### config.mk
export PLATFORM = sky130hd
export DESIGN_NAME = dmem_request_unit
export DESIGN_NICKNAME = d
export VERILOG_FILES = /design/src/rtl/dmem_req_pkg.sv /design/src/rtl/llsc_link.sv /design/src/rtl/dmem_request_unit.sv
export SDC_FILE = /design/constraint.sdc
export NUM_CORES = 1
export LEC_CHECK = 0
export ABC_AREA = 1
export CELL_PAD_IN_SITES_DETAIL_PLACEMENT = 1
export CELL_PAD_IN_SITES_GLOBAL_PLACEMENT = 1
export CORE_MARGIN = 5
export CORE_UTILIZATION = 28
export DETAILED_ROUTE_END_ITERATION = 12
export PLACE_DENSITY = 0.82
export SYNTH_ARGS = -nofsm -noshare
export SYNTH_HDL_FRONTEND = slang
export SYNTH_HIERARCHICAL = 1
export SYNTH_SLANG_ARGS = --single-unit
### constraint.sdc
create_clock -name CLK -period 2 [get_ports CLK]
set_input_delay 0.3 -clock CLK [delete_from_list [all_inputs] [get_ports CLK]]
set_output_delay 0.3 -clock CLK [all_outputs]
set_load 0.01 [all_outputs]
### src/rtl/dmem_req_pkg.sv
// Shared types and defaults for the data-memory request unit.
package dmem_req_pkg;

  localparam int unsigned DEF_ADDR_W = 32;
  localparam int unsigned DEF_DATA_W = 32;

  typedef logic [DEF_DATA_W-1:0] word_t;

  typedef enum logic [1:0] {
    IDLE   = 2'd0,
    READ   = 2'd1,
    WRITE  = 2'd2,
    SCFAIL = 2'd3
  } state_t;

endpackage

### src/rtl/llsc_link.sv
// Load-linked reservation: one valid/address pair, set by a completed LL,
// cleared by a completed SC, by a completed plain store to the linked
// address, or by a snooped write to the linked address.
module llsc_link
  import dmem_req_pkg::*;
#(
  parameter int unsigned ADDR_W = DEF_ADDR_W
) (
  input  logic              CLK,
  input  logic              nRST,
  input  logic              set,
  input  logic [ADDR_W-1:0] set_addr,
  input  logic              clr,
  input  logic              wr_done,
  input  logic [ADDR_W-1:0] wr_addr,
  input  logic              snoop_inv,
  input  logic [ADDR_W-1:0] snoop_addr,
  input  logic [ADDR_W-1:0] chk_addr,
  output logic              chk_match
);

  logic              valid;
  logic [ADDR_W-1:0] addr;

  assign chk_match = valid && (addr == chk_addr);

  // A snoop hitting the LL address in its completion cycle suppresses the set.
  always_ff @(posedge CLK or negedge nRST) begin
    if (!nRST) begin
      valid <= 1'b0;
      addr  <= '0;
    end else if (set && !(snoop_inv && (snoop_addr == set_addr))) begin
      valid <= 1'b1;
      addr  <= set_addr;
    end else if (clr || (wr_done && (wr_addr == addr)) ||
                 (snoop_inv && (snoop_addr == addr))) begin
      valid <= 1'b0;
    end
  end

endmodule

### src/rtl/dmem_request_unit.sv
// Data-memory request unit: latches a load/store when the pipeline advances,
// holds the request until dhit, returns load data with a one-cycle dvalid,
// and raises sticky err/timeout flags.
// Optional LL/SC support is built when the LLSC_EN macro is defined.
module dmem_request_unit
  import dmem_req_pkg::*;
#(
  parameter int unsigned ADDR_W      = DEF_ADDR_W,
  parameter int unsigned DATA_W      = DEF_DATA_W,
  parameter int unsigned TIMEOUT_CYC = 255,
  parameter int unsigned CNT_W       = $clog2(TIMEOUT_CYC + 1)
) (
  input  logic              CLK,
  input  logic              nRST,
  input  logic              ihit,
  input  logic              dREN,
  input  logic              dWEN,
  input  logic              datomic,
  input  logic [ADDR_W-1:0] daddr,
  input  logic [DATA_W-1:0] dstore,
  input  logic              dhit,
  input  logic [DATA_W-1:0] dload,
  input  logic              snoop_inv,
  input  logic [ADDR_W-1:0] snoop_addr,
  output logic              dmemREN,
  output logic              dmemWEN,
  output logic [ADDR_W-1:0] dmemaddr,
  output logic [DATA_W-1:0] dmemstore,
  output logic [DATA_W-1:0] drdata,
  output logic              dvalid,
  output logic              stall,
  output logic              err,
  output logic              timeout
);

  // With TIMEOUT_CYC = 0 the derived width is zero; keep one bit so the
  // counter stays legal (it never advances in that case).
  localparam int unsigned CW = (CNT_W == 0) ? 1 : CNT_W;
  localparam logic [CW-1:0] TMAX = CW'(TIMEOUT_CYC);
  localparam logic [DATA_W-1:0] SC_OK = {{(DATA_W-1){1'b0}}, 1'b1};

  state_t        state;
  logic [CW-1:0] wait_cnt;
  logic [CW-1:0] cnt_next;

  assign stall    = (state != IDLE);
  assign cnt_next = wait_cnt + 1'b1;

`ifdef LLSC_EN
  logic is_ll;
  logic is_sc;
  logic sc_ok;

  llsc_link #(.ADDR_W(ADDR_W)) u_link (
    .CLK       (CLK),
    .nRST      (nRST),
    .set       ((state == READ) && dhit && is_ll),
    .set_addr  (dmemaddr),
    .clr       ((state == WRITE) && dhit && is_sc),
    .wr_done   ((state == WRITE) && dhit && !is_sc),
    .wr_addr   (dmemaddr),
    .snoop_inv (snoop_inv),
    .snoop_addr(snoop_addr),
    .chk_addr  (daddr),
    .chk_match (sc_ok)
  );
`else
  logic unused_llsc;
  assign unused_llsc = ^{datomic, snoop_inv, snoop_addr};
`endif

  // Request FSM: acceptance, hold-until-dhit, completion pulse, wait counter.
  always_ff @(posedge CLK or negedge nRST) begin
    if (!nRST) begin
      state     <= IDLE;
      dmemREN   <= 1'b0;
      dmemWEN   <= 1'b0;
      dmemaddr  <= '0;
      dmemstore <= '0;
      drdata    <= '0;
      dvalid    <= 1'b0;
      err       <= 1'b0;
      timeout   <= 1'b0;
      wait_cnt  <= '0;
`ifdef LLSC_EN
      is_ll     <= 1'b0;
      is_sc     <= 1'b0;
`endif
    end else begin
      dvalid <= 1'b0;
      unique case (state)
        IDLE: begin
          if (ihit && (dREN || dWEN)) begin
            dmemaddr  <= daddr;
            dmemstore <= dstore;
            wait_cnt  <= '0;
            if (dREN) begin
              state   <= READ;
              dmemREN <= 1'b1;
              if (dWEN) err <= 1'b1;
`ifdef LLSC_EN
              is_ll   <= datomic;
              is_sc   <= 1'b0;
`endif
            end else begin
`ifdef LLSC_EN
              is_ll <= 1'b0;
              is_sc <= datomic;
              if (datomic && !sc_ok) begin
                state <= SCFAIL;
              end else begin
                state   <= WRITE;
                dmemWEN <= 1'b1;
              end
`else
              state   <= WRITE;
              dmemWEN <= 1'b1;
`endif
            end
          end
        end
        READ, WRITE: begin
          if (dhit) begin
            state   <= IDLE;
            dmemREN <= 1'b0;
            dmemWEN <= 1'b0;
            dvalid  <= 1'b1;
            if (state == READ) drdata <= dload;
`ifdef LLSC_EN
            else if (is_sc) drdata <= SC_OK;
`endif
          end else begin
            if (wait_cnt != TMAX) wait_cnt <= cnt_next;
            if ((TIMEOUT_CYC != 0) && (wait_cnt != TMAX) && (cnt_next == TMAX))
              timeout <= 1'b1;
          end
        end
        SCFAIL: begin
          state  <= IDLE;
          dvalid <= 1'b1;
          drdata <= '0;
        end
        default: state <= IDLE;
      endcase
    end
  end

endmodule

==> results.py <==
metrics = {
    "status": {
        "status": "complete, no violations",
    },
    "critical_path": {
        "rr_worst_depth": 6,
        "worst_path_largest_cell_delay_ps": 380,
        "cp-start-kind": "flip-flop",
        "worstReg2RegStart": "state[1]",
        "crit_arrival_ps": 1520,
        "cpMostUsedCell": "inv_1",
        "crit_required_ps": 1700,
        "path_class": "reg -> out",
        "cp_max_fo": 5,
        "crit_path_top_delay_cell": "dfrtp_1",
        "reg2reg_slack_ps": 250,
        "r2r_end": "dmemaddr[6]",
        "cp-end-kind": "output pin",
        "crit_chain": "inv_1 -> ha_1 -> inv_1 -> dlygate4sd2_1",
    },
    "die": {
        "dieHeight_microns": 139,
        "row_count": 47,
        "core_area_sq_um": 16500,
        "pin_count": 238,
        "start_util_pct": 28.3,
        "die-area_sq_um": 19300,
        "die_x_microns": 139,
    },
    "placed_design": {
        "dp.final_hpwl_mm": 10.9,
        "place_congestion": 0.761,
        "place_area_sq_um": 6970,
        "portBuffers": 203,
    },
    "drt": {
        "drtIter0Drc": 134,
        "wirelength_mm": 14.7,
        "viasPerCell": 4.39,
        "remaining_drc_errors": 0,
        "drt-pass1-iter-count": 4,
        "antenna_left": 0,
        "drt-wirelength-per-cell_microns": 15.3,
        "vias": 4223,
    },
    "timing": {
        "maxSlewViolCount": 0,
        "fin_hold_ws_ps": 401,
        "slew_headroom_pct": 52.7,
        "max_freq_mhz": 550,
        "fin_tns_setup_ps": 0,
        "fin_crit_ps": 1820,
        "fin_crit_sh_pct": 91.0,
        "finalSetupViolCount": 0,
        "fin_skew_ps": 8.96,
        "tightest_slew_ps": 709,
        "finalHoldViolations": 0,
        "rsz0062_at_grt": "false",
    },
    "layout": {
        "mostFrequentLayoutCells": "230 x nand2_1, 201 x clkdlybuf4s50_1, 111 x dfrtp_1",
        "drive_gt1_share_pct": 6.74,
        "multiInputGateArea_sq_um": 1550,
        "final_common_cell": "nand2_1",
        "seqCellArea_sq_um": 2780,
        "syn_to_final_growth_pct": 56.8,
        "nets": 878,
        "utilization_pct": 44.3,
        "n_antenna_cell": 0,
        "finalInstanceArea_sq_um": 7300,
        "fill_cells": 1931,
    },
    "power_and_ir_drop": {
        "irDropWorstVdd_mv": 0.675,
        "power_mw": 10.9,
        "p_leak_nw": 3.45,
        "power_switching_mw": 4.02,
        "sequentialPowerShare_pct": 34.7,
        "p_clk_share_pct": 17.6,
        "p_comb_share_pct": 47.7,
        "sw_frac_of_total_pct": 36.8,
        "internal-power_mw": 6.91,
        "p_per_area_nw_per_um2": 1500,
    },
    "yosys": {
        "synth_nets": 676,
        "synth_ff_type": "dfrtp_1",
        "async_flop_share_pct": 100,
        "synthesis.area_sq_um": 4650,
        "avgSynthCellArea_sq_um": 8.70,
        "ys_seq_elements": 111,
        "synth_edf_count": 0,
        "yosys_warnings": 6,
        "syn_inst": 535,
        "ys_seq_area_share_pct": 59.7,
        "synth_cell_type_count": 25,
    },
    "clock_tree": {
        "cts_made_buffers": 9,
        "cts_sinks": 111,
        "clockRootBuffer": "clkbuf_16",
        "clk_latency_ps": 350,
        "clockBufferDepth": 2,
        "htree_levels": 3,
        "cts_tree": "built",
        "clk_pin_slew_worst_paths_ps": 80,
    },
    "global_routing": {
        "grt_max_degree": 69,
        "antenna_found_initial": 0,
        "grtUsageTotal_pct": 15.4,
        "grt_pass1_vias": 4477,
        "grt_first_pass_wirelength_mm": 24.1,
        "grt-ovfl-total": 0,
    },
    "job": {
        "max_cap_viol_count": 0,
    },
    "hold_path": {
        "min_path_type": "in -> async",
    },
}
-- power by group through the flow --
stage	logic [mW]	clock network (mW)	registers, mW
after detailed placement	5.31	0	3.84
after CTS	5.34	2.00	3.81
after floorplan	1.95	0	4.25
after global routing	5.75	2.10	3.93
final	5.21	1.92	3.79
after global placement	5.18	0	3.78
-- per-stage QoR --
| stage | instances | setup WS [ps] |
|---|---|---|
| after floorplan | 535 | 434 |
| after global placement | 945 | 147 |
| after detailed placement | 945 | 62.9 |
| after CTS | 962 | 148 |
| after global routing | 962 | 37.2 |
| final | 962 | 181 |
-- worst max-delay path by stage --
stage	startpoint	end	slack, ps	cells after the start
2_1_floorplan	state[1]	wait_cnt[5]	430	10
3_3_place_gp	dREN	dmemaddr[29]	150	7
3_5_place_dp	dREN	dmemaddr[6]	60	7
4_1_cts	state[0]	stall	150	4
5_1_grt	state[0]	stall	40	4
6_report	state[0]	stall	180	4
-- per-layer routing --
metal,global-route usage (%),routed length (microns),part of all wire [%]
met5,0,0,0
met4,6.23,379,2.6
met3,4.00,805,5.5
met2,26.1,7180,49
met1,18.8,6390,43
-- critical path, delay by kind of cell (launching register included) --
kind	cells	cell delay [ps]
buf+inv	3	520
flops	1	380
fa+ha+maj	1	260
-- synthesized netlist by cell type (2+ instances only) --
master,instances,area (sq um)
o21ai_2,8,70.1
nor2_4,2,22.5
dfrtp_1,111,2780
ha_1,5,62.6
nor2_1,5,18.8
o21ai_0,29,145
inv_1,52,195
nand4_1,4,25.0
inv_2,3,11.3
nand2_2,3,18.8
buf_2,9,45.0
buf_4,4,30.0
a21oi_1,2,10.0
nand3_1,45,225
clkbuf_1,8,30.0
clkbuf_2,2,10.0
o21ai_1,6,30.0
nand2_1,230,863
-- final cells by class --
| type | instances | area share, % |
|---|---|---|
| clock inverters | 5 | 0.857 |
| well taps | 220 | 3.77 |
| clock buffers | 11 | 3.46 |
| multi-input cells | 344 | 21.2 |
| repair buffers | 216 | 29.8 |
| flip-flops and latches | 111 | 38.1 |
| inverters | 55 | 2.83 |
-- logic make-up (layout without fill, tap and decap cells) --
kind of cell               after synthesis  count (layout)  synth area share [%]
and+or+nand+nor                        292             292                  25.9
DFF                                    111             111                  59.7
buffers and inverters                   80             287                  7.23
AOI/OAI and AO/OA                       47              47                  5.83
adders and majority gates                5               5                  1.34
-- sequential cells by signal (all words and copies together), names as in the netlist, 2 cells and up --
name,cells
dmemaddr,32
dmemstore,32
drdata,32
state,2
wait_cnt,8
-- timing repair --
| action | CTS | global route |
|---|---|---|
| endpoints found under the setup margin | 1 | 0 |
| hold buffers | 1 | 0 |
| hold endpoints to repair | 20 | 0 |
| buffers inserted | 0 | 0 |
| gates resized for setup | 1 | 0 |
No activity file was read; power rests on OpenSTA's default activity.
